--- src/rtl/text_pkg.sv ---
// ----------------------------------------------------------------------------
// text_pkg
// Shared definitions for the text overlay renderer:
//   - src_t     : 2-bit ID of the requester that owns the current pixel
//   - COL_*     : 4:4:4 foreground colours per requester, plus the background
//   - src_colour: maps a source ID to its foreground colour
// ----------------------------------------------------------------------------
package text_pkg;

    typedef enum logic [1:0] {
        SRC_NONE  = 2'd0,
        SRC_TIME  = 2'd1,
        SRC_SCORE = 2'd2,
        SRC_MSG   = 2'd3
    } src_t;

    localparam logic [11:0] COL_MSG   = 12'hF00;
    localparam logic [11:0] COL_TIME  = 12'hFFF;
    localparam logic [11:0] COL_SCORE = 12'hFF0;
    localparam logic [11:0] COL_BG    = 12'h000;

    localparam int FONT_ADDR_W = 11;
    localparam int FONT_DATA_W = 8;

    function automatic logic [11:0] src_colour(input src_t src);
        logic [11:0] col;
        col = COL_BG;
        case (src)
            SRC_MSG:   col = COL_MSG;
            SRC_TIME:  col = COL_TIME;
            SRC_SCORE: col = COL_SCORE;
            default:   col = COL_BG;
        endcase
        return col;
    endfunction

endpackage

--- src/rtl/text_blink.sv ---
// ----------------------------------------------------------------------------
// text_blink
// Blink timebase for the message overlay. While paused, counts frame ticks
// and toggles blink_phase every BLINK_TICKS ticks. While running, the counter
// is held at 0 and blink_phase at 1 so the message is shown steadily and the
// first blank after a pause begins only after a full half-period.
//
// Ports:
//   clk          in   system clock
//   reset        in   synchronous, active-high
//   refresh_tick in   one-cycle pulse per frame
//   pause        in   game paused (enables blinking)
//   blink_phase  out  1 = message visible, 0 = message blanked
// ----------------------------------------------------------------------------
module text_blink
    import text_pkg::*;
#(
    parameter int BLINK_TICKS = 30
) (
    input  logic clk,
    input  logic reset,
    input  logic refresh_tick,
    input  logic pause,
    output logic blink_phase
);

    localparam int CNT_W = (BLINK_TICKS > 1) ? $clog2(BLINK_TICKS) : 1;
    localparam logic [CNT_W-1:0] CNT_LAST = CNT_W'(BLINK_TICKS - 1);

    logic [CNT_W-1:0] cnt_reg;
    logic [CNT_W-1:0] cnt_next;
    logic             phase_reg;
    logic             phase_next;

    always_comb begin
        cnt_next   = cnt_reg;
        phase_next = phase_reg;
        if (!pause) begin
            // Running dominates a coincident tick: stay parked and visible.
            cnt_next   = '0;
            phase_next = 1'b1;
        end else if (refresh_tick) begin
            if (cnt_reg == CNT_LAST) begin
                cnt_next   = '0;
                phase_next = ~phase_reg;
            end else begin
                cnt_next = cnt_reg + CNT_W'(1);
            end
        end
    end

    always_ff @(posedge clk) begin
        if (reset) begin
            cnt_reg   <= '0;
            phase_reg <= 1'b1;
        end else begin
            cnt_reg   <= cnt_next;
            phase_reg <= phase_next;
        end
    end

    assign blink_phase = phase_reg;

endmodule

--- src/rtl/text_render.sv ---
// ----------------------------------------------------------------------------
// text_render
// Text overlay pixel pipeline for three text sources (message, time, score)
// sharing one external font ROM.
//   Stage 0 (comb): arbitrate msg > time > score, drive font_addr.
//   Stage 1 (reg) : hold winner ID, glyph column and video_on while the ROM
//                   returns the glyph row on font_data.
//   Stage 2 (reg) : pick the glyph pixel, produce text_on / text_rgb.
// Fixed 2-cycle latency, one pixel per clock, never stalls.
//
// Ports:
//   clk, reset                         clock, synchronous active-high reset
//   video_on                           pixel is inside the visible area
//   refresh_tick                       one pulse per frame (blink timebase)
//   pause                              paused; message blinks
//   time_on/score_on/msg_on            requester covers the pixel
//   *_rom_addr [10:0]                  {char[6:0], row[3:0]} font address
//   *_bit_addr [2:0]                   glyph column, 0 = leftmost
//   font_addr [10:0]  out              address to external font ROM
//   font_data [7:0]   in               ROM row, one cycle after font_addr
//   text_on           out              text foreground at this pixel
//   text_rgb [11:0]   out              4:4:4 colour, 0 when text_on = 0
// ----------------------------------------------------------------------------
module text_render
    import text_pkg::*;
#(
    parameter int BLINK_TICKS = 30
) (
    input  logic        clk,
    input  logic        reset,
    input  logic        video_on,
    input  logic        refresh_tick,
    input  logic        pause,
    input  logic        time_on,
    input  logic        score_on,
    input  logic        msg_on,
    input  logic [10:0] time_rom_addr,
    input  logic [10:0] score_rom_addr,
    input  logic [10:0] msg_rom_addr,
    input  logic [2:0]  time_bit_addr,
    input  logic [2:0]  score_bit_addr,
    input  logic [2:0]  msg_bit_addr,
    output logic [10:0] font_addr,
    input  logic [7:0]  font_data,
    output logic        text_on,
    output logic [11:0] text_rgb
);

    // ------------------------------------------------------------------
    // Blink timebase
    // ------------------------------------------------------------------
    logic blink_phase;

    text_blink #(
        .BLINK_TICKS(BLINK_TICKS)
    ) u_blink (
        .clk         (clk),
        .reset       (reset),
        .refresh_tick(refresh_tick),
        .pause       (pause),
        .blink_phase (blink_phase)
    );

    // ------------------------------------------------------------------
    // Stage 0: arbitration and font address
    // ------------------------------------------------------------------
    logic       msg_req;
    src_t       sel_src;
    logic [2:0] sel_bit;

    // A blanked message drops out of arbitration entirely so time/score
    // text underneath it shows through.
    assign msg_req = msg_on & (~pause | blink_phase);

    always_comb begin
        sel_src   = SRC_NONE;
        sel_bit   = 3'd0;
        font_addr = '0;
        if (msg_req) begin
            sel_src   = SRC_MSG;
            sel_bit   = msg_bit_addr;
            font_addr = msg_rom_addr;
        end else if (time_on) begin
            sel_src   = SRC_TIME;
            sel_bit   = time_bit_addr;
            font_addr = time_rom_addr;
        end else if (score_on) begin
            sel_src   = SRC_SCORE;
            sel_bit   = score_bit_addr;
            font_addr = score_rom_addr;
        end
    end

    // ------------------------------------------------------------------
    // Stage 1: align pixel context with the ROM read
    // ------------------------------------------------------------------
    src_t       src_d1_reg;
    logic [2:0] bit_d1_reg;
    logic       video_d1_reg;

    // ------------------------------------------------------------------
    // Stage 2: glyph pixel select and colour
    // ------------------------------------------------------------------
    // Reverse the ROM row so column index 0 addresses bit 7 (leftmost).
    logic [FONT_DATA_W-1:0] col_bits;

    generate
        for (genvar gi = 0; gi < FONT_DATA_W; gi++) begin : g_col
            assign col_bits[gi] = font_data[FONT_DATA_W-1-gi];
        end
    endgenerate

    logic        text_on_next;
    logic [11:0] text_rgb_next;
    logic        text_on_reg;
    logic [11:0] text_rgb_reg;

    always_comb begin
        text_on_next  = video_d1_reg & (src_d1_reg != SRC_NONE) & col_bits[bit_d1_reg];
        text_rgb_next = COL_BG;
        if (text_on_next) begin
            text_rgb_next = src_colour(src_d1_reg);
        end
    end

    // Reset clears both stages together so nothing captured before reset
    // can reach the outputs afterwards.
    always_ff @(posedge clk) begin
        if (reset) begin
            src_d1_reg   <= SRC_NONE;
            bit_d1_reg   <= 3'd0;
            video_d1_reg <= 1'b0;
            text_on_reg  <= 1'b0;
            text_rgb_reg <= COL_BG;
        end else begin
            src_d1_reg   <= sel_src;
            bit_d1_reg   <= sel_bit;
            video_d1_reg <= video_on;
            text_on_reg  <= text_on_next;
            text_rgb_reg <= text_rgb_next;
        end
    end

    assign text_on  = text_on_reg;
    assign text_rgb = text_rgb_reg;

endmodule

--- config.mk ---
export PLATFORM = sky130hd
export DESIGN_NAME = text_render
export DESIGN_NICKNAME = d
export VERILOG_FILES = /design/src/rtl/text_pkg.sv /design/src/rtl/text_blink.sv /design/src/rtl/text_render.sv
export SDC_FILE = /design/constraint.sdc
export NUM_CORES = 1
export LEC_CHECK = 0
export BUFFER_PORTS_ARGS = -buffer_cell sky130_fd_sc_hd__clkbuf_2
export CAP_MARGIN = 10
export CELL_PAD_IN_SITES_DETAIL_PLACEMENT = 0
export CELL_PAD_IN_SITES_GLOBAL_PLACEMENT = 1
export CORE_MARGIN = 4
export CORE_UTILIZATION = 24
export DETAILED_ROUTE_END_ITERATION = 10
export PLACE_DENSITY = 0.8
export SYNTH_ARGS = -nofsm -noshare
export SYNTH_HDL_FRONTEND = slang
export SYNTH_SLANG_ARGS = --single-unit
export TNS_END_PERCENT = 1
--- constraint.sdc ---
create_clock -name clk -period 1.3 [get_ports clk]
set_input_delay 0.26 -clock clk [delete_from_list [all_inputs] [get_ports clk]]
set_output_delay 0.26 -clock clk [all_outputs]
set_load 0.01 [all_outputs]
==> impl_metrics.tcl <==
set metrics [dict create \
    status "finished, violations left" \
    violations "setup timing" \
    final_cells 256 \
    cts_root_buf "clkbuf_8" \
    rsz0062_at_grt "yes" \
    finalPower_mw 1.34 \
    drt_iter0_drc 48 \
    grt_pass1_vias 1134 \
    firstDrtPassIters 5 \
    leakage_nw 0.898 \
    drive_gt1_share_pct 57.8 \
    cp_max_fo 7 \
    path_clk_slew_ns 0.06 \
    netlist_instances 120 \
    cpPeakStageDelay_ns 0.32 \
    cts_buffers 3 \
    finalSetupViolCount 11 \
    drv_slew 0 \
    hold_violations 0 \
    place_inst 250 \
    place_hpwl_um 2710 \
    max_freq_mhz 615 \
    fin_util_pct 39.2 \
    syn_to_final_growth_pct 59.2 \
    final.fill_count 447 \
    clk_latency_ns 0.25 \
    crit_chain "nand2b_4 -> nand2_4 -> buf_12 -> mux2_4 -> buf_6" \
    pre_cts_slack_ns -0.170 \
    largest_register_ffs 5 \
    vias_per_cell 4.48 \
    clockBufferDepth 2 \
    peakVddDrop_uv 409 \
    end_kind "primary output" \
    synth_common_cells "16 x dfxtp_1, 11 x a22o_1, 10 x buf_4" \
    ys_warn_count 0 \
    avgSynthCellArea_um2 8.94 \
    cp-start-kind "flop" \
    worstMarginPinSlew_ns 0.426 \
    via_count 1147 \
    start_util_pct 24.6 \
    core_area_um2 4350 \
    post-route-drc-count 0 \
    yosys_most_used_dff "dfxtp_1" \
    timing.final.ws_setup_ns -0.327 \
    cts_tree "built" \
    path_class "reg2out" \
    post-route-min-period_ns 1.63 \
    io-pin-count 82 \
    grtUsageTotal_pct 11.8 \
    async_flop_share_pct 0 \
    ys_types 29 \
    holdBufCountCts 0 \
    htreeDepth 1 \
    grt_pass1_wl_um 5050 \
    clock-sinks 16 \
    port_buffers 81 \
    ys_top_cells_by_area "dfxtp_1 30%, a22o_1 9.0%, mux2_2 7.4%" \
    seq_area_frac_synth_pct 29.9 \
    std_cell_rows 24 \
    netlist_area_um2 1070 \
    required_ns 1.04 \
    antenna_left 0 \
    antenna_cells 0 \
    nets 268 \
    synth_edf_count 0 \
    fin_crit_sh_pct 125 \
    grt_overflow 0 \
    hold_class "in2reg" \
    cp.arrival_ns 1.37 \
    synth_top_area_share_pct 29.9 \
    grt_max_degree 12 \
    wirelength_um 3140 \
    fin_setup_tns_ns -3.37 \
    synth.ff_latch_count 16 \
    die_area_um2 5600 \
    grt_antenna_before_repair 0 \
    p_per_area_nw_per_um2 784 \
    yosys.area.top_type "dfxtp_1" \
    slew_headroom_pct 71.5 \
    slowest_stage "dfxtp_2" \
    wl_per_cell_um 12.3 \
    synth.most_common_cell "dfxtp_1" \
    die_h_um 74.8 \
    syn_nets 183 \
    die_x_um 74.8 \
    drv_cap 0 \
    finClkSkew_ns 0.00286 \
    gp_congestion 0.822 \
]
[logic make-up (layout without fill, tap and decap cells)]
family	after synthesis	after routing	synth area share [%]
flops	16	16	29.9
compound gates	25	25	18.7
simple gates	30	30	14.2
xor+xnor	4	4	3.27
buf+inv	25	109	12.8
fa+ha+maj	5	5	5.83
mux	15	15	15.3
[what timing repair did]
| action | 4_1_cts | 5_1_grt |
|---|---|---|
| pin swaps | 1 | 1 |
| endpoints found under the setup margin | 11 | 14 |
| resized for setup | 3 | 6 |
| buffers inserted | 1 | 1 |
[stage by stage]
stage          cell area, um2  hold WS (ns)
3_5_place_dp             1610         0.500
6_report                 1710         0.236
5_1_grt                  1710         0.260
2_1_floorplan            1130         0.388
4_1_cts                  1680         0.238
3_3_place_gp             1610         0.498
[where the power goes]
| part | leakage [nW] | internal [mW] | switching (mW) |
|---|---|---|---|
| registers | 0.131 | 0.509 | 0.0137 |
| logic | 0.739 | 0.224 | 0.157 |
| clock network | 0.0288 | 0.268 | 0.165 |
[path summary, 6_finish.rpt]
check                           cells after the start            endpoint           startpoint  slack, ns
worst max-delay path                                5        font_addr[1]  u_blink.blink_phase      -0.33
worst min-delay path                                2        video_d1_reg             video_on       0.24
worst min register to register                      2  u_blink.cnt_reg[1]   u_blink.cnt_reg[1]       0.52
worst max register to register                      6       bit_d1_reg[0]  u_blink.blink_phase       0.01
[worst max-delay path, delay by kind of cell, from the launching register on]
family / cells / cell delay, ns
buffers and inverters: 2 / 0.25
AND/OR/NAND/NOR: 2 / 0.23
flip-flops: 1 / 0.32
multiplexers: 1 / 0.31
[layer usage]
layer | global-route usage (%) | wire length [um]
met2 | 21.5 | 1650
met5 | 0 | 0
met4 | 2.57 | 37
met3 | 3.87 | 219
met1 | 13.3 | 1230
[layout make-up]
cell class,instances,area (um2),share of cell area (%)
clock buffers,4,55.1,3.23
flip-flops and latches,16,323,18.9
well taps,52,65.1,3.81
inverters,9,33.8,1.98
multi-input cells,79,674,39.5
repair buffers,96,556,32.6
[cell usage in the layout, fill, tap and decap left out, types with 3 or more instances in the layout]
| cell | n |
|---|---|
| clkbuf_2 | 79 |
| clkbuf_8 | 4 |
| xor2_1 | 3 |
| nor2b_1 | 3 |
| nor2_1 | 8 |
| nand2_1 | 4 |
| a222oi_1 | 3 |
| buf_4 | 13 |
| mux2_4 | 11 |
| mux2i_1 | 4 |
| dfxtp_1 | 14 |
| a211oi_1 | 4 |
| a22o_1 | 11 |
| ha_1 | 5 |
| nor3_1 | 4 |
| inv_1 | 9 |
(Power assumes the default switching activity.)
